$ cat src/rtl/uart_tx_arb.sv
// Round-robin arbiter granting one of four byte-stream requesters a shared UART transmitter per packet.
// Optional macro UART_TX_ARB_HEADER_EN prefixes each packet with a channel header byte.
module uart_tx_arb #(
  parameter int          NUM_CH   = 4,
  parameter logic [7:0]  HDR_BASE = 8'hA0
) (
  input  logic                  clk,
  input  logic                  rst,
  input  logic [NUM_CH-1:0]     req_valid,
  input  logic [8*NUM_CH-1:0]   req_data,
  input  logic [NUM_CH-1:0]     req_last,
  output logic [NUM_CH-1:0]     req_ready,
  output logic                  uart_tx_start,
  output logic [7:0]            uart_tx_data,
  input  logic                  uart_tx_busy,
  output logic [1:0]            grant_ch,
  output logic                  grant_active
);

  typedef enum logic [2:0] {IDLE, HDR, SEND, WAIT_HI, WAIT_LO} state_t;

  state_t      state_reg, state_next;
  logic [1:0]  grant_ch_reg, grant_ch_next;
  logic [1:0]  last_grant_reg, last_grant_next;
  logic        grant_active_reg, grant_active_next;
  logic        tx_start_reg, tx_start_next;
  logic [7:0]  tx_data_reg, tx_data_next;
  logic        last_reg, last_next;

  // Candidates in priority order: cand_ch[0] is the channel right after the last grant.
  logic [1:0]        cand_ch [NUM_CH];
  logic [NUM_CH-1:0] cand_valid;
  logic              pick_any;
  logic [1:0]        pick_ch;

  logic        sel_valid;
  logic [7:0]  sel_data;
  logic        sel_last;

  generate
    for (genvar gi = 0; gi < NUM_CH; gi++) begin : g_cand
      assign cand_ch[gi]    = last_grant_reg + 2'(gi + 1);
      assign cand_valid[gi] = req_valid[cand_ch[gi]];
    end
  endgenerate

  always_comb begin
    pick_any = |cand_valid;
    pick_ch  = cand_ch[0];
    for (int k = NUM_CH - 1; k >= 0; k--) begin
      if (cand_valid[k]) pick_ch = cand_ch[k];
    end
  end

  assign sel_valid = req_valid[grant_ch_reg];
  assign sel_data  = req_data[{grant_ch_reg, 3'b000} +: 8];
  assign sel_last  = req_last[grant_ch_reg];

  // Only the granted channel may see ready, and only while a payload byte can be taken.
  generate
    for (genvar gi = 0; gi < NUM_CH; gi++) begin : g_ready
      assign req_ready[gi] = !rst && (state_reg == SEND) &&
                             (grant_ch_reg == 2'(gi)) && req_valid[gi];
    end
  endgenerate

  always_comb begin
    state_next        = state_reg;
    grant_ch_next     = grant_ch_reg;
    last_grant_next   = last_grant_reg;
    grant_active_next = grant_active_reg;
    tx_start_next     = 1'b0;
    tx_data_next      = tx_data_reg;
    last_next         = last_reg;
    case (state_reg)
      IDLE: begin
        grant_active_next = 1'b0;
        if (!uart_tx_busy && pick_any) begin
          grant_ch_next     = pick_ch;
          grant_active_next = 1'b1;
`ifdef UART_TX_ARB_HEADER_EN
          state_next        = HDR;
`else
          state_next        = SEND;
`endif
        end
      end
      HDR: begin
        tx_start_next = 1'b1;
        tx_data_next  = {HDR_BASE[7:4], 2'b00, grant_ch_reg};
        last_next     = 1'b0;
        state_next    = WAIT_HI;
      end
      SEND: begin
        if (sel_valid) begin
          tx_start_next = 1'b1;
          tx_data_next  = sel_data;
          last_next     = sel_last;
          state_next    = WAIT_HI;
        end
      end
      WAIT_HI: begin
        if (uart_tx_busy) state_next = WAIT_LO;
      end
      WAIT_LO: begin
        if (!uart_tx_busy) begin
          if (last_reg) begin
            state_next        = IDLE;
            last_grant_next   = grant_ch_reg;
            grant_active_next = 1'b0;
          end else begin
            state_next = SEND;
          end
        end
      end
      default: state_next = IDLE;
    endcase
  end

  always_ff @(posedge clk) begin
    if (rst) begin
      state_reg        <= IDLE;
      grant_ch_reg     <= 2'd0;
      last_grant_reg   <= 2'd3;
      grant_active_reg <= 1'b0;
      tx_start_reg     <= 1'b0;
      tx_data_reg      <= 8'h00;
      last_reg         <= 1'b0;
    end else begin
      state_reg        <= state_next;
      grant_ch_reg     <= grant_ch_next;
      last_grant_reg   <= last_grant_next;
      grant_active_reg <= grant_active_next;
      tx_start_reg     <= tx_start_next;
      tx_data_reg      <= tx_data_next;
      last_reg         <= last_next;
    end
  end

  assign uart_tx_start = tx_start_reg;
  assign uart_tx_data  = tx_data_reg;
  assign grant_ch      = grant_ch_reg;
  assign grant_active  = grant_active_reg;

endmodule

$ cat config.mk
export PLATFORM = sky130hd
export DESIGN_NAME = uart_tx_arb
export DESIGN_NICKNAME = d
export VERILOG_FILES = /design/src/rtl/uart_tx_arb.sv
export SDC_FILE = /design/constraint.sdc
export NUM_CORES = 1
export LEC_CHECK = 0
export ABC_CLOCK_PERIOD_IN_PS = 2350
export CAP_MARGIN = 20
export CORE_ASPECT_RATIO = 1.1
export CORE_MARGIN = 3
export CORE_UTILIZATION = 60
export DETAILED_ROUTE_END_ITERATION = 8
export DONT_BUFFER_PORTS = 1
export PLACE_DENSITY = 0.74
export SLEW_MARGIN = 20
export SYNTH_ARGS = -nofsm -noshare
export SYNTH_HDL_FRONTEND = slang
export SYNTH_SLANG_ARGS = --single-unit
$ cat constraint.sdc
create_clock -name clk -period 2.35 [get_ports clk]
set_input_delay 0.3525 -clock clk [delete_from_list [all_inputs] [get_ports clk]]
set_output_delay 0.3525 -clock clk [all_outputs]
set_load 0.005 [all_outputs]
## Word level (Yosys, flattened, before mapping)

Cells that the tools add are included.

- Logic and storage cells: 83
- Output and inout port bits: 16
- Flip-flop bits (word level): 18
- Bits of input ports: 43

- Equality and inequality tests: 12
- Bitwise operators: 1
- Order comparisons: 5
- Add/subtract/negate cells: 3
- Shift-type cells: 1
- Reduce and logical (&&, ||, !) cells: 22
- Muxes and demuxes: 32

Operators by type and width:

| cell | number |
|---|---|
| 32-bit by 6-bit indexed part select with 8-bit output | 1 |
| 8-bit one-hot mux with 2 select lines | 1 |
| 2-bit by 3-bit less-than comparator with 1-bit output, second input constant | 5 |
| 3-bit one-hot mux with 5 select lines | 1 |
| 1-bit binary-select mux with 2-bit select | 6 |
| 3-bit two-way mux | 4 |
| 1-bit two-way mux | 11 |
| 1-bit logical AND | 10 |
| 2-bit two-way mux | 5 |
| 2-bit inequality test, second input constant | 5 |
| 8-bit two-way mux | 1 |
| 3-bit by 2-bit == test with 1-bit output, second input constant | 2 |
| 1-bit one-hot mux with 2 select lines | 3 |
| 3-bit AND reduction | 2 |
| 2-bit adder, second input constant | 2 |
| 2-bit == test, second input constant | 2 |
| 2-bit AND reduction | 2 |
| 4-bit AND reduction | 1 |
| 2-bit nonzero test | 2 |
| 4-bit OR reduction | 1 |
| 3-bit by 1-bit == test with 1-bit output, second input constant | 1 |
| 3-bit == test, second input constant | 1 |
| 3-bit zero test | 1 |
| 2-bit by 1-bit adder with 2-bit output, second input constant | 1 |
| 4 further kinds | 5 |

## Depth between registers and ports, before layout

Gate-level depths: netlist of the first run.

- Word-level depth: 7
- Depth in mapped cells: 6
- Gate-level depth less buffers: 5

## Least setup slack after synthesis of the first run

OpenSTA, ideal clock, no wires.

- Path kind: register -> register
- Start point: reg grant_ch_reg[1] (netlist: grant_ch[1])
- End point: reg state_reg[1]
- Stages on the path, launching flop included: 7
- Period minus slack after synthesis: 1.752 ns
- Data required time: 2.234 ns
- Setup slack: 0.598 ns
- Arrival: 1.636 ns
- Path buffers: 1
- Library setup time: 0.116 ns
- Cell sequence: dfxtp_1 buf_6 mux2_4 a311o_1 o31ai_2 mux2i_1 nor3_2

- Longest elaborated chain between the ends: 4

Ends and longest elaborated chain:

| what | line | text |
|---|---|---|
| from (decl) | 23 | `logic [1:0] grant_ch_reg, grant_ch_next;` |
| from (signal assigned) | 131 | `grant_ch_reg <= grant_ch_next;` |
| 1-bit binary-select mux with 2-bit select | 55 | `assign sel_valid = req_valid[grant_ch_reg];` |
| 1-bit two-way mux (implied by the code) | 55 |  |
| 2-bit inequality test (no source line) | -- |  |
| 4-bit AND reduction (no source line) | -- |  |
| to (signal assigned) | 130 | `state_reg <= state_next;` |
| to (decl) | 22 | `state_t state_reg, state_next;` |

Every way passes these cells. The select of a mux whose other input is x is not followed.
A chain may end at the register's enable or synchronous reset.

## Worst setup path in the final report of the first run

- Start point: reg state_reg[2]
- End point: out req_ready[1]

- Longest elaborated chain between the ends: 4

Ends and longest elaborated chain:

| what | line | text |
|---|---|---|
| 3-bit by 2-bit == test with 1-bit output | 62 | `assign req_ready[gi] = !rst && (state_reg == SEND) &&` |
| 1-bit logical AND (2 in series) | 62 |  |
| 1-bit logical AND | 63 | `(grant_ch_reg == 2'(gi)) && req_valid[gi];` |
| to (decl) | 12 | `output logic [NUM_CH-1:0] req_ready,` |

Every way passes these cells.

==> impl_metrics.csv, run 1 <==
group,metric,value,unit
synth,synth_edf_count,0,
clocking,cts.sinks,18,
setup_path,path_cells,"or3b_1, nor2_1, nand2_1, nor3_1",
setup_path,cp-end-kind,"output pin",
timing,finalHoldViolations,0,
job,drv_cap,0,
finish,synthToLayoutAreaGrowth,-0.688,%
worst_hold_path,min_path_type,"primary input to flop",
setup_path,cp_num_buf_inv,0,
synth,synth_area_leaders,"dfxtp_1 28%, mux4_2 11%, nor2_1 6.8%, mux4_1 4.1%, buf_6 3.5%",
setup_path,crit_family,"simple AND/OR/NAND/NOR gates",
global_route,track_usage,21.8,%
drt,antenna_left,0,
power,power.switching,0.000283,W
global_route,grt_max_degree,20,
placement,place_congestion,0.792,
floorplan,row_count,16,
timing,fin_crit_sh,88.6,%
finish,diodes,0,
drt,totalWireLength,2860,um
finish,fill_cells,163,
synth,syn-cell-area,1270,um2
timing,max_freq,0.480,GHz
setup_path,cp.required,2.00,ns
clocking,clk_latency,0.30,ns
synth,synth_top_area_cell,"dfxtp_1",
clocking,cts_buffers,3,
timing,rsz0062_at_grt,"false",
setup_path,path_class,"flop to output pin",
floorplan,die_x,49.9,um
synth,ys_ff_latch,18,
synth,synthArstFlopShare,0,%
global_route,overflow,0,
power,intPower,0.000578,W
synth,syn_inst,137,
power,p_leak,0.463,nW
power,peakVddDrop,439,uV
synth,yosysUniqueCellTypes,47,
finish,nNetsFinal,174,
timing,finalSetupTns,0,ns
floorplan,core_area,1900,um2
timing,worst_hold_slack,0.102,ns
power,total_power,0.000861,W
drt,vias,1063,
setup_path,slowest_stage,"or3b_1",
power,power_density,681,nW/um2
drt,firstDrtPassIters,4,
placement,hpwl,2170,um
finish,layout_commonest_cell,"nor2_1",
floorplan,die_area,2710,um2
setup_path,critPathLaunchType,"flop",
power,pwr-share-comb,32.6,%
timing,finalSetupViolations,0,
synth,netlist.area_leader.share,28.3,%
global_route,antenna_found_initial,0,
placement,place_area,1230,um2
floorplan,start_util,67.0,%
timing,fin_crit,2.08,ns
power,power_frac_seq,45.2,%
finish,largest_reg_flops,8,
synth,avgSynthCellArea,9.30,um2
timing,fin_worst_skew,0.00949,ns
drt,drtIter0Drc,35,
finish,drive_gt1_share,19.2,%
timing,maxSlewViolCount,0,
setup_path,r2r_slack,0.41,ns
setup_path,worst-path-max-fanout,13,
synth,syn_nets,180,
synth,synth_ff_type,"dfxtp_1",
run_status,status,"complete, no violations",
finish,final_area,1260,um2
global_route,grt_pass1_vias,962,
clocking,clkTransAtPathRegs,0.11,ns
placement,io_buffer_count,0,
timing,worst_slew_pin_slew,0.584,ns
timing,maxSlewHeadroom,61.1,%
setup_path,critPathMaxStageDelay,0.50,ns
power,switching_share,32.9,%
drt,avgViaCountPerCell,6.77,
finish,final_cell_mix,"23 x nor2_1, 17 x dfxtp_1, 7 x inv_1, 7 x a21oi_1, 6 x mux4_2",
setup_path,arrival,1.73,ns
global_route,grt_pass1_wl,4490,um
clocking,root_buffer,"clkbuf_4",
drt,post-route-drc-count,0,
floorplan,pin_count,59,
clocking,cts_htree_levels,1,
clocking,post_cts_buffers,0,
clocking,cts_tree,"yes",
synth,yosysSeqAreaShare,28.3,%
power,pwr-share-clk,22.1,%
floorplan,dieHeight,54.3,um
synth,yosysWarnings,0,
clocking,clk_path_buf_depth,2,
drt,post_drt_wl_per_cell,18.2,um
[cells by family (layout without fill, tap and decap cells)]
kind of cell / after synthesis / after routing / share of synthesized area [%]
buf+inv: 21 / 14 / 10.1
simple gates: 49 / 49 / 21.3
mux: 15 / 15 / 21.0
compound gates: 34 / 34 / 19.3
flops: 18 / 18 / 28.3
[synth_stat cells (all sizes together) (2+ instances only)]
library cell   n
clkbuf         7
dfxtp         18
mux2           5
a21oi          8
nor4           2
o31ai          2
a211oi         2
a311o          2
inv            7
a22oi          5
o22ai          3
nor2          24
o21ai          2
and4           2
nor3           5
mux4           8
nand2          4
mux2i          2
a31oi          3
and3           2
nor3b          4
a211o          2
buf            7
[final timing paths]
kind,from,to,depth (start not counted)
setup / recovery,state_reg[2],req_ready[1],4
hold / removal,rst,state_reg[1],1
setup reg to reg,grant_ch[1],uart_tx_data[5],6
hold reg to reg,uart_tx_data[1],uart_tx_data[1],2
[stage by stage]
stage          util [%]  std cells  worst slack [ns]
4_1_cts            66.4        157             0.122
2_1_floorplan         -        137             0.598
6_report           66.5        157             0.268
5_1_grt            66.5        157            0.0785
3_3_place_gp       64.5        153             0.480
3_5_place_dp       64.5        153             0.436
[final cells by class]
class                           count  area, um2  area share (%)
Multi-Input combinational cell     98        785            62.0
Sequential cell                    18        362            28.6
Clock buffer                        4       36.3            2.87
Tap cell                           27       33.8            2.67
Inverter                            7       26.3            2.08
Timing Repair Buffer                3       22.5            1.78
[repair_timing]
| item | 4_1_cts | 5_1_grt |
|---|---|---|
| endpoints found under the setup margin | 0 | 2 |
| hold buffers | 0 | 0 |
| gates resized for setup | 0 | 1 |
[metal layers]
metal  wire length [um]  vias to the layer above  GRT usage [%]
li1                   -                      500              -
met1               1060                      491           26.4
met2               1490                       68           37.4
met3                282                        4           5.99
met4                 29                        0           8.29
met5                  0                        -              0
[power groups by stage]
| stage | Combinational, W | Clock [W] | Sequential (W) |
|---|---|---|---|
| detailed placement | 0.000281 | 0 | 0.000396 |
| finish | 0.000281 | 0.000191 | 0.000389 |
| global route | 0.000316 | 0.000202 | 0.000396 |
| CTS | 0.000282 | 0.000195 | 0.000389 |
| global placement | 0.000270 | 0 | 0.000393 |
| floorplan | 0.000282 | 0 | 0.000371 |
Note: power is estimated with default switching activity, not from simulation.
==> inputs of run 2 (changes only) <==
- ABC_CLOCK_PERIOD_IN_PS: 2350 -> 2000
- CORE_MARGIN: 3 -> 8
- clock period: 2.35 -> 2 ns (I/O delays scaled with it)
==> impl_metrics.csv, run 2 (synthesis results as in run 1) <==
group,metric,value,unit
setup_path,reg2reg_from,"grant_ch[1]",
timing,finalSetupTns,0,ns
finish,fill_cells,175,
clocking,root_buffer,"clkbuf_4",
clocking,cts_repair_resize_count,2,
worst_hold_path,min_from,"rst",
setup_path,slowest_stage,"or3b_1",
timing,fin_crit,1.91,ns
finish,final_cell_mix,"22 x nor2_1, 16 x dfxtp_1, 7 x inv_1, 7 x a21oi_1",
drt,post_drt_wl_per_cell,19.8,um
clocking,clk_path_buf_depth,2,
clocking,cts.sinks,18,
clocking,clk_latency,0.30,ns
drt,firstDrtPassIters,4,
job,drv_cap,0,
setup_path,path_class,"flop to output pin",
placement,io_buffer_count,0,
clocking,cts_tree,"yes",
placement,dp_cells,158,
setup_path,cp-end-kind,"output pin",
placement,hpwl,2500,um
finish,fin_cells,162,
finish,nNetsFinal,178,
finish,post-route-util,65.6,%
finish,ff_latch_area,363,um2
power,p_leak,0.487,nW
timing,maxSlewViolCount,0,
clocking,cts-hold-fix-buffers,0,
setup_path,r2r_slack,0.22,ns
finish,diodes,0,
timing,worst_hold_slack,0.0462,ns
setup_path,cp.required,1.70,ns
timing,worst_slew_pin_slew,0.370,ns
clocking,cts_htree_levels,1,
global_route,antenna_found_initial,0,
floorplan,start_util,63.7,%
drt,post-route-drc-count,0,
setup_path,path_cells,"or3b_1, nor2_2, nand2_1, nor3_1",
setup_path,r2r.worst_path.cells,5,
timing,fin_crit_sh,95.6,%
drt,drtIter0Drc,24,
drt,avgViaCountPerCell,6.65,
global_route,grt_pass1_wl,5000,um
global_route,track_usage,16.2,%
global_route,overflow,0,
floorplan,core_area,2000,um2
setup_path,worst-path-max-fanout,11,
timing,rsz0062_at_grt,"true",
timing,maxSlewHeadroom,75.3,%
drt,vias,1078,
worst_hold_path,min_to,"state_reg[1]",
floorplan,die_x,59.9,um
floorplan,pin_count,59,
power,power_density,802,nW/um2
timing,max_freq,0.523,GHz
clocking,post_cts_buffers,0,
finish,drive_gt1_share,23.1,%
run_status,status,"complete, no violations",
drt,antenna_left,0,
floorplan,die_area,3860,um2
clocking,cts_buffers,3,
setup_path,critPathLaunchType,"flop",
placement,place_congestion,0.829,
clocking,clkTransAtPathRegs,0.11,ns
finish,layout_commonest_cell,"nor2_1",
setup_path,cp-startpoint,"state_reg[0]",
finish,multi_input_area,787,um2
timing,finalHoldViolations,0,
drt,totalWireLength,3210,um
floorplan,row_count,17,
global_route,grt_pass1_vias,1047,
worst_hold_path,holdPathStages,1,
floorplan,dieHeight,64.3,um
worst_hold_path,min_path_type,"primary input to flop",
setup_path,arrival,1.61,ns
power,peakVddDrop,402,uV
timing,finalSetupViolations,0,
finish,synthToLayoutAreaGrowth,3.05,%
timing,fin_worst_skew,0.00430,ns
global_route,grt_max_degree,20,
setup_path,critPathMaxStageDelay,0.44,ns
setup_path,rr_endpoint,"state_reg[1]",
finish,largest_reg_flops,8,
-- run 2: worst max-delay path by stage --
| stage | to | slack [ns] | cells after the start |
|---|---|---|---|
| 2_1_floorplan | state_reg[1] | 0.25 | 6 |
| 3_3_place_gp | state_reg[1] | 0.27 | 5 |
| 3_5_place_dp | state_reg[1] | 0.25 | 5 |
| 4_1_cts | req_ready[3] | 0.02 | 4 |
| 5_1_grt | req_ready[1] | -0.007 | 4 |
| 6_report | req_ready[3] | 0.09 | 4 |
-- run 2: report_power, final --
| part | leakage [nW] | internal [W] | switching [W] |
|---|---|---|---|
| combinational | 0.318 | 0.000188 | 0.000173 |
| sequential | 0.148 | 0.000404 | 0.0000494 |
| clock | 0.0210 | 0.000111 | 0.000127 |
-- run 2: through the flow --
step                power [W]  setup WS [ns]  area (um2)
finish                0.00105         0.0870        1310
global route          0.00111       -0.00680        1310
CTS                   0.00106         0.0153        1310
detailed placement   0.000821          0.249        1270
global placement     0.000807          0.271        1270
floorplan            0.000767          0.248        1270
-- run 2: area by class of cell --
| type | count | share of cell area, % |
|---|---|---|
| multi-input cells | 98 | 60.0 |
| flip-flops and latches | 18 | 27.6 |
| repair buffers | 7 | 4.96 |
| clock buffers | 4 | 2.76 |
| well taps | 28 | 2.67 |
| inverters | 7 | 2.00 |
-- run 2: worst max-delay path: cells and delay by family, from the launching register on --
family | cells | cell delay, ns
DFF | 1 | 0.40
and+or+nand+nor | 4 | 0.92
-- run 2: layer usage --
layer	GRT usage (%)	vias to the layer above	part of all wire, %	wire, um
met1	16.4	513	38	1210
met5	0	-	0	0
li1	-	511	-	-
met4	7.46	0	0.90	29
met3	7.60	4	13	416
met2	27.1	50	48	1550
==> inputs of run 3 (changes only) <==
- CORE_UTILIZATION: 60 -> 62
- PLACE_DENSITY: 0.74 -> default
- PLACE_DENSITY_LB_ADDON: default -> 0.1
==> impl_metrics.csv, run 3 (synthesis results as in run 1) <==
group,metric,value,unit
global_route,grt_max_degree,20,
timing,maxSlewHeadroom,74.5,%
floorplan,pin_count,59,
finish,drive_gt1_share,24.8,%
clocking,cts.sinks,18,
finish,post-route-util,66.0,%
timing,finalHoldViolations,0,
timing,finalSetupViolations,0,
global_route,grt_pass1_vias,1120,
setup_path,path_class,"flop to output pin",
timing,maxSlewViolCount,0,
setup_path,arrival,1.59,ns
clocking,clk_latency,0.31,ns
timing,worst_slew_pin_slew,0.378,ns
placement,place_congestion,0.777,
drt,post_drt_wl_per_cell,20.9,um
timing,fin_worst_skew,0.00201,ns
clocking,root_buffer,"clkbuf_4",
power,p_leak,0.482,nW
finish,layout_commonest_cell,"nor2_1",
global_route,overflow,0,
setup_path,cp.required,1.70,ns
timing,max_freq,0.529,GHz
timing,fin_crit_sh,94.5,%
floorplan,die_x,59.2,um
floorplan,row_count,17,
floorplan,core_area,1980,um2
drt,avgViaCountPerCell,6.70,
worst_hold_path,min_from,"rst",
setup_path,cp-startpoint,"state_reg[2]",
drt,vias,1079,
setup_path,worst-path-max-fanout,13,
floorplan,start_util,64.4,%
drt,drtIter0Drc,28,
clocking,clkTransAtPathRegs,0.11,ns
clocking,cts_tree,"yes",
global_route,grt_pass1_wl,5510,um
job,drv_cap,0,
setup_path,critPathLaunchType,"flop",
finish,final_cell_mix,"22 x nor2_1, 16 x dfxtp_1, 7 x inv_1, 7 x a21oi_1",
timing,rsz0062_at_grt,"false",
setup_path,reg2reg_from,"grant_ch[1]",
placement,io_buffer_count,0,
finish,synthToLayoutAreaGrowth,2.46,%
timing,finalSetupTns,0,ns
setup_path,cp-end-kind,"output pin",
clocking,cts_buffers,3,
placement,place_area,1250,um2
clocking,cts_htree_levels,1,
timing,fin_crit,1.89,ns
run_status,status,"complete, no violations",
finish,fill_cells,163,
finish,nNetsFinal,177,
global_route,antenna_found_initial,0,
finish,largest_reg_flops,8,
drt,post-route-drc-count,0,
clocking,clk_path_buf_depth,2,
power,peakVddDrop,433,uV
worst_hold_path,min_path_type,"primary input to flop",
placement,hpwl,2550,um
global_route,track_usage,18.5,%
finish,diodes,0,
clocking,post_cts_buffers,0,
finish,final_area,1310,um2
power,power_density,807,nW/um2
drt,antenna_left,0,
drt,totalWireLength,3370,um
drt,firstDrtPassIters,4,
floorplan,dieHeight,63.5,um
floorplan,die_area,3760,um2
[run 3: cell types whose count changed in the layout (fill, tap and decap cells not counted), sizes merged]
cell | before | now
buf | 7 | 6
[run 3: through the flow]
| stage | cells | power [W] | hold WS (ns) | setup WS (ns) |
|---|---|---|---|---|
| 2_1_floorplan | 137 | 0.000767 | 0.450 | 0.248 |
| 3_3_place_gp | 157 | 0.000803 | 0.373 | 0.300 |
| 3_5_place_dp | 157 | 0.000814 | 0.378 | 0.220 |
| 4_1_cts | 161 | 0.00105 | 0.0406 | 0.00192 |
| 5_1_grt | 161 | 0.00112 | 0.0263 | 0.0186 |
| 6_report | 161 | 0.00105 | 0.0461 | 0.110 |
[run 3: area by class of cell]
cell class                      count  area [um2]  area share (%)
Tap cell                           28        35.0            2.68
Inverter                            7        26.3            2.01
Clock buffer                        4        36.3            2.78
Multi-Input combinational cell     98         800            61.3
Sequential cell                    18         363            27.8
Timing Repair Buffer                6        45.0            3.45
[run 3: power breakdown]
| group | internal [W] | switching [W] | total [W] |
|---|---|---|---|
| logic | 0.000185 | 0.000180 | 0.000365 |
| registers | 0.000403 | 0.0000447 | 0.000447 |
| clock network | 0.000111 | 0.000129 | 0.000240 |
| total | 0.000699 | 0.000354 | 0.00105 |
[run 3: layer usage]
metal / track usage [%] / part of all wire (%) / vias up
li1: - / - / 512
met1: 19.8 / 36 / 512
met2: 30.1 / 50 / 48
met3: 8.92 / 13 / 7
met4: 6.89 / 1.5 / 0
met5: 0 / 0 / -
[run 3: worst max-delay path, stage by stage, from the launching register on]
cell and delay [ns]:
dfxtp_2 0.41, or3b_4 0.44, nor2_2 0.13, nand2_1 0.12, nor3_2 0.19
[run 3: timing repair]
action / 4_1_cts / 5_1_grt
setup endpoints to repair: 3 / 4
pin swaps: 0 / 0
hold buffers: 0 / 0
resized for setup: 3 / 3
[run 3: worst paths after layout]
path	end	slack, ns	depth (start not counted)
hold reg to reg	uart_tx_data[1]	0.51	2
setup / recovery	req_ready[1]	0.11	4
setup reg to reg	uart_tx_data[5]	0.20	7
hold / removal	grant_ch[0]	0.05	1
